### src/rtl/fetch_redirect_ctrl.sv
// rtl/fetch_redirect_ctrl.sv - PC select, pipeline enable/flush sequencing and redirect/stall counters
module fetch_redirect_ctrl #(
  parameter int FLUSH_CYCLES = 1,
  parameter int CNT_W        = 32
) (
  input  logic             CLK,
  input  logic             RST,
  input  logic             ex_branch,
  input  logic             ex_taken,
  input  logic             id_jr,
  input  logic             id_jal,
  input  logic             id_load_use,
  input  logic             icache_stall,
  input  logic             dcache_stall,
  output logic [1:0]       pc_sel,
  output logic             pc_en,
  output logic             pipe_en,
  output logic             if_id_flush,
  output logic             id_ex_bubble,
  output logic [CNT_W-1:0] redirect_cnt,
  output logic [CNT_W-1:0] stall_cnt
);

  typedef enum logic {RUN, FLUSH} state_t;

  localparam logic [2:0]       FLUSH_INIT = 3'(FLUSH_CYCLES);
  localparam logic [CNT_W-1:0] CNT_ONE    = CNT_W'(1);
  localparam logic [CNT_W-1:0] CNT_MAX    = '1;

  state_t     state, state_nxt;
  logic [2:0] fcnt, fcnt_nxt;
  logic       mem_stall;
  logic       redirect;
  logic       stall_inc;

  assign mem_stall = icache_stall | dcache_stall;

  always_ff @(posedge CLK) begin
    if (RST) begin
      state <= RUN;
      fcnt  <= 3'd0;
    end else begin
      state <= state_nxt;
      fcnt  <= fcnt_nxt;
    end
  end

  always_comb begin
    state_nxt    = state;
    fcnt_nxt     = fcnt;
    pc_sel       = 2'b00;
    pc_en        = 1'b0;
    pipe_en      = 1'b0;
    if_id_flush  = 1'b0;
    id_ex_bubble = 1'b0;
    redirect     = 1'b0;
    stall_inc    = 1'b0;
    if (RST) begin
      if_id_flush  = 1'b1;
      id_ex_bubble = 1'b1;
    end else if (mem_stall) begin
      stall_inc = 1'b1;
    end else if (state == RUN) begin
      pipe_en = 1'b1;
      pc_en   = 1'b1;
      // Oldest instruction wins: EX branch outranks the younger ID jumps.
      if (ex_branch && ex_taken) begin
        pc_sel       = 2'b01;
        if_id_flush  = 1'b1;
        id_ex_bubble = 1'b1;
        redirect     = 1'b1;
      end else if (id_jr) begin
        pc_sel      = 2'b10;
        if_id_flush = 1'b1;
        redirect    = 1'b1;
      end else if (id_jal) begin
        pc_sel      = 2'b11;
        if_id_flush = 1'b1;
        redirect    = 1'b1;
      end else if (id_load_use) begin
        pc_en        = 1'b0;
        id_ex_bubble = 1'b1;
        stall_inc    = 1'b1;
      end
      if (redirect) begin
        state_nxt = FLUSH;
        fcnt_nxt  = FLUSH_INIT;
      end
    end else begin
      pipe_en      = 1'b1;
      pc_en        = 1'b1;
      if_id_flush  = 1'b1;
      id_ex_bubble = 1'b1;
      fcnt_nxt     = fcnt - 3'd1;
      if (fcnt <= 3'd1) begin
        state_nxt = RUN;
        fcnt_nxt  = 3'd0;
      end
    end
  end

  always_ff @(posedge CLK) begin
    if (RST) begin
      redirect_cnt <= '0;
      stall_cnt    <= '0;
    end else begin
      if (redirect && redirect_cnt != CNT_MAX) redirect_cnt <= redirect_cnt + CNT_ONE;
      if (stall_inc && stall_cnt != CNT_MAX)   stall_cnt    <= stall_cnt + CNT_ONE;
    end
  end

endmodule

### config.mk
export PLATFORM = sky130hd
export DESIGN_NAME = fetch_redirect_ctrl
export DESIGN_NICKNAME = d
export VERILOG_FILES = /design/src/rtl/fetch_redirect_ctrl.sv
export SDC_FILE = /design/constraint.sdc
export NUM_CORES = 1
export LEC_CHECK = 0
export CORE_MARGIN = 2
export CORE_UTILIZATION = 46
export CTS_CLUSTER_DIAMETER = 200
export CTS_CLUSTER_SIZE = 16
export DETAILED_ROUTE_END_ITERATION = 12
export PLACE_DENSITY = 0.82
export REMOVE_ABC_BUFFERS = 1
export SETUP_SLACK_MARGIN = 0.15
export SLEW_MARGIN = 20
export SYNTH_ARGS = -nofsm -noshare
export SYNTH_HDL_FRONTEND = slang
export SYNTH_SLANG_ARGS = --single-unit
### constraint.sdc
create_clock -name CLK -period 2.25 [get_ports CLK]
set_clock_uncertainty 0.2 [all_clocks]
set_input_delay 0.225 -clock CLK [delete_from_list [all_inputs] [get_ports CLK]]
set_output_delay 0.225 -clock CLK [all_outputs]
set_load 0.02 [all_outputs]
==> impl_metrics.yaml <==
run_status:
  status: "finished with violations"
  violations: "setup timing"
detailed_routing:
  drt_pass1_iterations: 6
  vias: 4559
  drc: 0
  wl_um: 13800
  antenna_left: 0
  routedWlPerCell_um: 18.8
  via_per_inst: 6.21
  drt_iter0_markers: 269
timing:
  finalSetupViolations: 23
  maxSlewViolCount: 0
  hold_viol_final: 0
  fmax_ghz: 0.417
  holdWs_ps: 77.9
  worst_pin_slew_ps: 753
  setup_slack_ps: -147
  rsz0062_at_grt: "yes"
  setup-tns-final_ps: -1750
  relSlewSlack_pct: 49.8
  fin_crit_sh_pct: 107
  fin_crit_ps: 2400
power_and_ir_drop:
  pwr-share-comb_pct: 9.2
  p_leak_uw: 0.00212
  power_density_nw_per_um2: 415
  p_clk_share_pct: 41.9
  seqPwrFrac_pct: 48.8
  p_sw_uw: 647
  ir_drop_mv: 0.362
  finalPower_uw: 2510
  switching_share_pct: 25.8
  p_int_uw: 1860
floorplan:
  rows: 32
  io_pins: 79
  die-area_um2: 8620
  die_w_um: 92.9
  core_um2: 7690
  initial_core_util_pct: 47.2
  die_y_um: 92.9
critical_path:
  critPathMaxStageDelay_ps: 650
  r2r_slack_ps: -150
  path_cells: "nand4_1, or4_4, buf_6, o31ai_4, buf_6, o21ai_1, a21oi_2"
  cp-start-kind: "flop"
  r2r_end: "redirect_cnt[7]"
  critPathKind: "flop to flop"
  arrival_ps: 2490
  required_ps: 2340
  cpMostUsedCell: "buf_6"
  cp_top_family: "simple AND/OR/NAND/NOR gates"
  critPathBufInv: 2
  crit_path_end_kind: "flop"
  critPathSlowestCell: "or4_4"
  cp_max_fo: 6
  r2r_start: "redirect_cnt[11]"
  r2r_cells: 7
global_routing:
  grt_usage_pct: 27.0
  grt_max_degree: 64
  antenna_found_initial: 1
  grt_pass1_wl_um: 18900
  grt_pass1_vias: 4134
  grt.overflow.total: 0
synthesis:
  synth_largest_area_cell: "dfxtp_1"
  synth_top_area_share_pct: 37.5
  synth.top_cells.by_area: "dfxtp_1 (37%), a21oi_1 (7.6%), or3_1 (5.5%), o21ai_0 (4.7%), or4_1 (3.9%)"
  yosysWarnings: 0
  synth_edf_count: 0
  synth.yosys.seq_area_share_pct: 37.5
  synth_area_um2: 3630
  synthFlopType: "dfxtp_1"
  syn_area_per_cell_um2: 8.05
  yosysUniqueCellTypes: 47
  ys_ff_latch: 68
  async_flop_share_pct: 0
  synth_cells: 451
place:
  gp_congestion: 0.829
  dp.final_hpwl_um: 7340
  port_buffers: 78
  pre_cts_slack_ps: -513
layout:
  multi_input_area_um2: 2650
  fillers: 483
  nets: 639
  areaGrowthSynthToFinish_pct: 66.4
  drive_gt1_share_pct: 36.6
  seqCellArea_um2: 1380
min_path:
  holdCritStartpoint: "RST"
  hold_class: "input pin to flop"
  hold_end: "stall_cnt[23]"
  hold_depth: 3
clock_network:
  clockBufferDepth: 2
  cts_num_sinks: 68
  clock_latency_ps: 360
  htreeDepth: 3
  cts_tree: "built"
  holdBufCountCts: 0
  clock-root-buffer: "clkbuf_8"
  clk_pin_slew_worst_paths_ps: 80
  cts_buffers: 9
flow_run:
  maxCapViolCount: 0
layer usage:
metal | vias to the layer above | wire length (µm) | track usage (%)
li1 | 2079 | - | -
met1 | 2190 | 4990 | 30.1
met2 | 219 | 7210 | 46.8
met3 | 71 | 887 | 7.73
met4 | 0 | 725 | 13.7
met5 | - | 0 | 0
tightest hold or removal path, cell delays in order:
cell and delay [ps]:
buf_2 100, buf_4 230, a21oi_2 40
how the worst max path moves through the flow:
stage	start	to	slack, ps	depth (start not counted)
floorplan	redirect_cnt[8]	redirect_cnt[15]	-190	5
global placement	dcache_stall	redirect_cnt[29]	-430	6
detailed placement	dcache_stall	redirect_cnt[31]	-510	6
CTS	state	redirect_cnt[31]	-50	6
global route	redirect_cnt[11]	redirect_cnt[7]	-200	7
finish	redirect_cnt[11]	redirect_cnt[7]	-150	7
area by class of cell:
type	count	share of cell area, %
inverters	13	0.807
clock inverters	6	1.06
well taps	102	2.11
clock buffers	10	2.28
flip-flops and latches	68	22.9
repair buffers	179	27.0
diodes	1	0.0414
multi-input cells	355	43.8
Yosys cell counts, drive strengths merged, types with 2 or more instances:
master / count
a211oi: 3
a21oi: 55
a31o: 2
a31oi: 2
and2: 3
and2b: 4
and3: 12
and4: 9
buf: 4
clkbuf: 15
dfxtp: 68
ha: 4
inv: 13
mux2: 6
nand2: 34
nand2b: 4
nand3: 21
nand4: 22
nor2: 24
nor2b: 4
nor3: 7
nor3b: 2
nor4: 6
o2111ai: 2
o211ai: 2
o21ai: 34
o31ai: 18
o41ai: 2
or2: 3
or3: 32
or4: 20
xnor2: 2
xor2: 4
placed cells by master, fill, tap and decap left out, types with 8 or more instances in the layout:
master,n
or3_1,26
dfxtp_2,18
and3_1,8
clkbuf_8,10
or4_4,10
nand3_1,20
dfxtp_1,50
o21ai_1,11
buf_4,79
or4_1,10
inv_1,13
nor2_1,21
nand2_1,33
a21oi_2,19
o21ai_0,21
a21oi_1,36
clkdlybuf4s50_1,69
o31ai_1,11
buf_6,22
nand4_1,22
registers in the layout (all words and copies together), names as in the netlist:
name	flops
redirect_cnt	32
stall_cnt	32
fcnt	3
state	1
metrics by stage:
step / util (%) / std cells / cell area [µm²]
finish: 78.6 / 734 / 6040
global route: 78.6 / 733 / 6040
CTS: 71.8 / 715 / 5520
detailed placement: 64.9 / 684 / 4990
global placement: 64.9 / 684 / 4990
floorplan: - / 432 / 3540
timing repair:
| item | CTS | global route |
|---|---|---|
| pin swaps | 27 | 59 |
| setup buffers | 14 | 14 |
| gates resized for setup | 65 | 106 |
| setup endpoints to repair | 60 | 56 |
| gates cloned | 1 | 4 |
kinds of logic after synthesis:
| family | after synthesis | share of synthesized area [%] |
|---|---|---|
| AO/OA/AOI/OAI | 124 | 20.2 |
| XOR/XNOR | 6 | 1.45 |
| adder cells (fa/ha/maj) | 4 | 1.38 |
| buffers and inverters | 32 | 3.79 |
| flip-flops | 68 | 37.5 |
| multiplexers | 7 | 2.14 |
| AND/OR/NAND/NOR | 210 | 33.6 |
power by group through the flow:
stage / logic, µW / clock network (µW) / registers, µW
finish: 231 / 1050 / 1220
global route: 248 / 1120 / 1220
CTS: 194 / 1040 / 1220
detailed placement: 187 / 0 / 1250
global placement: 183 / 0 / 1250
floorplan: 63.9 / 0 / 1260
(Power assumes the default switching activity.)
